--- src/rtl/pw_bit_rx.sv ---
// Pulse-width bit receiver. Measures the high time of each bit cell on rxd,
// slices it against a threshold to get a bit, and packs bits MSB-first into
// words on an AXI-Stream master. A long low period ends the frame, and the
// final word of the frame is marked with tlast.
module pw_bit_rx #(
  parameter int COUNTER_WIDTH        = 8,
  parameter int DATA_AXIS_DATA_WIDTH = 8,
  parameter int CFG_AXIS_DATA_WIDTH  = 8
) (
  input  logic                             aclk,
  input  logic                             areset,
  input  logic                             rxd,
  input  logic [CFG_AXIS_DATA_WIDTH-1:0]   threshold,
  input  logic [CFG_AXIS_DATA_WIDTH-1:0]   timeout,
  output logic [DATA_AXIS_DATA_WIDTH-1:0]  data_m_axis_tdata,
  output logic                             data_m_axis_tlast,
  output logic                             data_m_axis_tvalid,
  input  logic                             data_m_axis_tready,
  output logic                             overrun,
  output logic                             frame_err
);

  localparam int BitCntW = $clog2(DATA_AXIS_DATA_WIDTH + 1);
  localparam logic [BitCntW-1:0] LastBit = BitCntW'(DATA_AXIS_DATA_WIDTH - 1);

  typedef enum logic [1:0] {
    WAIT_LOW,
    IDLE,
    HIGH,
    LOW
  } state_t;

  state_t                          r_state;
  logic                            r_sync1;
  logic                            r_rxdS;
  logic [COUNTER_WIDTH-1:0]        r_highCnt;
  logic [COUNTER_WIDTH-1:0]        r_lowCnt;
  logic [DATA_AXIS_DATA_WIDTH-2:0] r_shreg;
  logic [BitCntW-1:0]              r_bitCnt;
  logic [DATA_AXIS_DATA_WIDTH-1:0] r_pendData;
  logic                            r_pendValid;
  logic [DATA_AXIS_DATA_WIDTH-1:0] r_tdata;
  logic                            r_tlast;
  logic                            r_tvalid;
  logic                            r_overrun;
  logic                            r_frameErr;

  logic [COUNTER_WIDTH-1:0]        w_thresholdExt;
  logic [COUNTER_WIDTH-1:0]        w_timeoutExt;
  logic                            w_timeoutOn;
  logic                            w_bit;
  logic [DATA_AXIS_DATA_WIDTH-1:0] w_word;
  logic                            w_fall;
  logic                            w_rise;
  logic                            w_wordDone;
  logic                            w_timeoutHit;
  logic                            w_push;
  logic [DATA_AXIS_DATA_WIDTH-1:0] w_pushData;
  logic                            w_pushLast;

  assign w_thresholdExt = COUNTER_WIDTH'(threshold);
  assign w_timeoutExt   = COUNTER_WIDTH'(timeout);
  assign w_timeoutOn    = (timeout != '0);

  // Two-flop synchroniser; left out of reset so a line held high through
  // reset is already visible as high when reset releases.
  always_ff @(posedge aclk) begin
    r_sync1 <= rxd;
    r_rxdS  <= r_sync1;
  end

  // Line events and the word that the push logic would hand to the output.
  always_comb begin
    w_bit        = (r_highCnt >= w_thresholdExt);
    w_word       = {r_shreg, w_bit};
    w_fall       = (r_state == HIGH) && !r_rxdS;
    w_rise       = (r_state == LOW) && r_rxdS;
    w_wordDone   = w_fall && (r_bitCnt == LastBit);
    w_timeoutHit = (r_state == LOW) && !r_rxdS && w_timeoutOn &&
                   (r_lowCnt == w_timeoutExt);
    w_push       = 1'b0;
    w_pushData   = w_word;
    w_pushLast   = 1'b0;
    if (w_wordDone && !w_timeoutOn) begin
      w_push     = 1'b1;
      w_pushData = w_word;
      w_pushLast = 1'b0;
    end else if (r_pendValid && w_rise) begin
      w_push     = 1'b1;
      w_pushData = r_pendData;
      w_pushLast = 1'b0;
    end else if (r_pendValid && w_timeoutHit) begin
      w_push     = 1'b1;
      w_pushData = r_pendData;
      w_pushLast = 1'b1;
    end
  end

  // Receive state machine plus the single-entry output register.
  always_ff @(posedge aclk) begin
    if (areset) begin
      r_state     <= WAIT_LOW;
      r_highCnt   <= '0;
      r_lowCnt    <= '0;
      r_shreg     <= '0;
      r_bitCnt    <= '0;
      r_pendData  <= '0;
      r_pendValid <= 1'b0;
      r_tdata     <= '0;
      r_tlast     <= 1'b0;
      r_tvalid    <= 1'b0;
      r_overrun   <= 1'b0;
      r_frameErr  <= 1'b0;
    end else begin
      r_overrun  <= 1'b0;
      r_frameErr <= 1'b0;

      case (r_state)
        WAIT_LOW: begin
          if (!r_rxdS) begin
            r_state <= IDLE;
          end
        end
        IDLE: begin
          if (r_rxdS) begin
            r_state   <= HIGH;
            r_highCnt <= COUNTER_WIDTH'(1);
          end
        end
        HIGH: begin
          if (r_rxdS) begin
            if (r_highCnt != '1) begin
              r_highCnt <= r_highCnt + COUNTER_WIDTH'(1);
            end
          end else begin
            r_shreg  <= w_word[DATA_AXIS_DATA_WIDTH-2:0];
            r_state  <= LOW;
            r_lowCnt <= COUNTER_WIDTH'(1);
            if (w_wordDone) begin
              r_bitCnt <= '0;
              if (w_timeoutOn) begin
                r_pendData  <= w_word;
                r_pendValid <= 1'b1;
              end
            end else begin
              r_bitCnt <= r_bitCnt + BitCntW'(1);
            end
          end
        end
        LOW: begin
          if (w_timeoutHit) begin
            r_state     <= IDLE;
            r_pendValid <= 1'b0;
            if (r_bitCnt != '0) begin
              r_frameErr <= 1'b1;
              r_bitCnt   <= '0;
            end
          end else if (r_rxdS) begin
            r_state     <= HIGH;
            r_highCnt   <= COUNTER_WIDTH'(1);
            r_pendValid <= 1'b0;
          end else if (r_lowCnt != '1) begin
            r_lowCnt <= r_lowCnt + COUNTER_WIDTH'(1);
          end
        end
        default: r_state <= WAIT_LOW;
      endcase

      if (w_push) begin
        if (!r_tvalid || data_m_axis_tready) begin
          r_tdata  <= w_pushData;
          r_tlast  <= w_pushLast;
          r_tvalid <= 1'b1;
        end else begin
          r_overrun <= 1'b1;
        end
      end else if (r_tvalid && data_m_axis_tready) begin
        r_tvalid <= 1'b0;
      end
    end
  end

  assign data_m_axis_tdata  = r_tdata;
  assign data_m_axis_tlast  = r_tlast;
  assign data_m_axis_tvalid = r_tvalid;
  assign overrun            = r_overrun;
  assign frame_err          = r_frameErr;

endmodule
--- config.mk ---
export PLATFORM = sky130hd
export DESIGN_NAME = pw_bit_rx
export DESIGN_NICKNAME = d
export VERILOG_FILES = /design/src/rtl/pw_bit_rx.sv
export SDC_FILE = /design/constraint.sdc
export NUM_CORES = 1
export LEC_CHECK = 0
export CAP_MARGIN = 10
export CORE_MARGIN = 1.5
export CORE_UTILIZATION = 52
export CTS_BUF_LIST = sky130_fd_sc_hd__clkbuf_4 sky130_fd_sc_hd__clkbuf_8
export CTS_CLUSTER_SIZE = 28
export DETAILED_ROUTE_END_ITERATION = 7
export GPL_TIMING_DRIVEN = 0
export PLACE_DENSITY = 0.9
export SYNTH_ARGS = -nofsm -noshare
export SYNTH_HDL_FRONTEND = slang
export SYNTH_SLANG_ARGS = --single-unit
--- constraint.sdc ---
create_clock -name aclk -period 2.2 [get_ports aclk]
set_clock_uncertainty 0.1 [all_clocks]
set_input_delay 0.44 -clock aclk [delete_from_list [all_inputs] [get_ports aclk]]
set_output_delay 0.44 -clock aclk [all_outputs]
set_load 0.005 [all_outputs]
==> results.sh <==
export IMPL_root_buffer="clkbuf_8"
export IMPL_vias=2209
export IMPL_nets=368
export IMPL_start_util_pct=53.8
export IMPL_postLayoutCellArea_um2=3240
export IMPL_core_area_um2=4720
export IMPL_netlist_area_um2=2540
export IMPL_worst_pin_slew_ns=0.540
export IMPL_drv_cap=0
export IMPL_cts_tree="yes"
export IMPL_min_from="r_sync1"
export IMPL_crit_type="in2reg"
export IMPL_yosysMostFrequentCell="dfxtp_1"
export IMPL_peakVddDrop_mv=0.336
export IMPL_min_period_over_period_pct=98.3
export IMPL_yosys_top_cells_count="dfxtp_1 (52), nor2_1 (45), a21oi_1 (23)"
export IMPL_postRouteAntennaNets=0
export IMPL_dieArea_um2=5320
export IMPL_routed_top_layer="met4"
export IMPL_endpoint_kind="flip-flop"
export IMPL_dp_hpwl_um=3910
export IMPL_dp_slack_ns=-0.672
export IMPL_grt_pass1_vias=2193
export IMPL_rrSetupSlack_ns=0.07
export IMPL_holdPathEnd="r_rxdS"
export IMPL_ioPinCount=32
export IMPL_cts_inserted_buffers=5
export IMPL_drive_gt1_share_pct=16.0
export IMPL_leakage_nw=1.22
export IMPL_clock_path_buffers=2
export IMPL_hold_depth=0
export IMPL_status="complete, no violations"
export IMPL_num_antenna_cells=0
export IMPL_cp_top_family="simple AND/OR/NAND/NOR gates"
export IMPL_synth_top_cell_by_area="dfxtp_1"
export IMPL_placed_cell_area_um2=2930
export IMPL_crit_top_cell="buf_6"
export IMPL_rows=25
export IMPL_wl_met2_um=3030
export IMPL_met3_length_um=159
export IMPL_post_route_util_pct=68.6
export IMPL_synth_seq_area_share_pct=41.0
export IMPL_path_buf_inv=3
export IMPL_synth_edff_count=0
export IMPL_drc=0
export IMPL_post_drt_wl_per_cell_um=14.3
export IMPL_r2r_end="data_m_axis_tdata[3]"
export IMPL_setup_viol=0
export IMPL_overflow=0
export IMPL_die_y_um=72.9
export IMPL_synth_cell_type_count=50
export IMPL_syn_area_per_cell_um2=8.70
export IMPL_slowest_delay_ns=0.55
export IMPL_yosysTopAreaCellShare_pct=41.0
export IMPL_htree_levels=2
export IMPL_synth_area_leaders="dfxtp_1 (41%), nor2_1 (6.6%), ha_1 (5.9%)"
export IMPL_setup_slack_ns=0.0383
export IMPL_clk_latency_ns=0.32
export IMPL_num_fill_cells=358
export IMPL_wl_um=5770
export IMPL_cts_sinks=52
export IMPL_grt_pass1_wl_um=9880
export IMPL_cp_arrival_ns=2.33
export IMPL_hold_violations=0
export IMPL_io_buffers=30
export IMPL_path_cells="dlygate4sd2_1 > or4_4 > buf_6 > nor4bb_4 > a21oi_2 > o21ai_4 > buf_6 > o221a_4"
export IMPL_met1Wirelength_um=2490
export IMPL_drt_initial_drc_count=139
export IMPL_syn2layout_area_growth_pct=27.4
export IMPL_gp_congestion=0.909
export IMPL_hold_buffers=0
export IMPL_synth_warnings=0
export IMPL_die_w_um=72.9
export IMPL_power_total_mw=1.70
export IMPL_dr_pass1_iters=4
export IMPL_cp_start_kind="input port"
export IMPL_max_freq_mhz=463
export IMPL_slew_violations=0
export IMPL_cellPowerDensity_nw_per_um2=524
export IMPL_grt_usage_pct=24.2
export IMPL_hold_class="reg2reg"
export IMPL_crit_required_ns=2.37
export IMPL_r2r_start="r_state[0]"
export IMPL_synth_seq_cells=52
export IMPL_antenna_found_initial=0
export IMPL_min_period_ns=2.16
export IMPL_reg2regPathDepth=7
export IMPL_maxSlewHeadroom_pct=63.8
export IMPL_cts_clk_slew_worst_paths_ns=0.09
export IMPL_rsz0062_at_grt="true"
export IMPL_worst_path_max_fanout=5
export IMPL_syn_inst=292
export IMPL_async_flop_share_pct=0
export IMPL_grt_max_degree=16
export IMPL_synth_ff_type="dfxtp_1"
export IMPL_crit_path_top_delay_cell="or4_4"
export IMPL_syn_nets=324
export IMPL_viasPerCell=5.47
==> final cells by class <==
| cell class | instances | area [um^2] | area share, % |
|---|---|---|---|
| well taps | 67 | 83.8 | 2.59 |
| repair buffers | 41 | 385 | 11.9 |
| multi-input cells | 206 | 1500 | 46.2 |
| clock buffers | 7 | 90.1 | 2.78 |
| inverters | 19 | 71.3 | 2.20 |
| clock inverters | 1 | 7.51 | 0.232 |
| plain buffers | 11 | 57.6 | 1.78 |
| flip-flops and latches | 52 | 1050 | 32.3 |
==> worst reg2reg max path: cells and delay by family (launching register included) <==
family                 cells  cell delay, ns
AOI/OAI and AO/OA          1            0.33
buffers and inverters      1            0.13
DFF                        1            0.33
and+or+nand+nor            5            1.14
==> registers in the layout, indices dropped and copies added (netlist names) <==
register / flops
r_highCnt: 8
r_state: 2
r_rxdS: 1
data_m_axis_tlast: 1
data_m_axis_tdata: 8
data_m_axis_tvalid: 1
r_pendValid: 1
r_shreg: 7
overrun: 1
frame_err: 1
r_bitCnt: 4
r_pendData: 8
r_sync1: 1
r_lowCnt: 8
==> report_power, final <==
part / switching [mW] / internal, mW / leakage [nW]
combinational: 0.0760 / 0.0696 / 0.748
clock: 0.316 / 0.268 / 0.0479
sequential: 0.0139 / 0.951 / 0.422
==> logic make-up (layout without fill, tap and decap cells) <==
kind of cell | after synthesis | in the layout | share of synthesized area [%]
and+or+nand+nor | 113 | 113 | 23.3
AOI/OAI and AO/OA | 54 | 54 | 14.2
DFF | 52 | 52 | 41.0
buffers and inverters | 34 | 79 | 5.81
xor gates and xnor gates | 18 | 18 | 6.20
adders and majority gates | 12 | 12 | 5.91
muxes | 9 | 9 | 3.55
==> through the flow <==
stage / std cells / TNS, ns / hold WS (ns)
floorplan: 292 / 0 / 0.210
global placement: 389 / -13.01 / 0.210
detailed placement: 389 / -13.56 / 0.215
CTS: 405 / -0.00565 / 0.233
global route: 404 / -0.0150 / 0.234
finish: 404 / 0 / 0.231
==> metal layers <==
metal | global-route usage (%) | vias to the layer above
met3 | 5.52 | 8
li1 | - | 1112
met4 | 8.81 | 0
met2 | 42.7 | 33
met1 | 28.5 | 1056
met5 | 0 | -
==> cells in the final DEF (no fill, tap or decap), drive strengths merged, types with 4 or more instances in the layout <==
cell type      instances
nand4                  5
a211oi                 4
nor3                  10
buf                   15
dfxtp                 52
o21ai                 10
ha                    12
a21oi                 23
nor2                  45
mux2i                  9
nand2                 11
inv                   19
dlygate4sd2            7
o221a                  7
or3                    4
xnor2                 11
xor2                   7
clkdlybuf4s50         22
clkbuf                14
nand3                 13
==> worst max-delay path by stage <==
stage                       from              endpoint  slack, ns  depth (start not counted)
floorplan             timeout[4]  data_m_axis_tdata[7]      0.006                          6
global placement      timeout[4]  data_m_axis_tdata[7]      -0.68                          7
detailed placement    timeout[4]  data_m_axis_tdata[4]      -0.67                          7
CTS                  r_lowCnt[4]  data_m_axis_tdata[1]     -0.006                          7
global route        r_highCnt[0]          r_highCnt[7]      -0.01                          7
finish                timeout[5]  data_m_axis_tdata[2]       0.04                          8
==> timing repair <==
action / 4_1_cts / 5_1_grt
endpoints found under the setup margin: 18 / 24
buffers inserted: 10 / 1
gates resized for setup: 31 / 13
pin swaps: 9 / 8
Note: power is estimated with default switching activity, not from simulation.
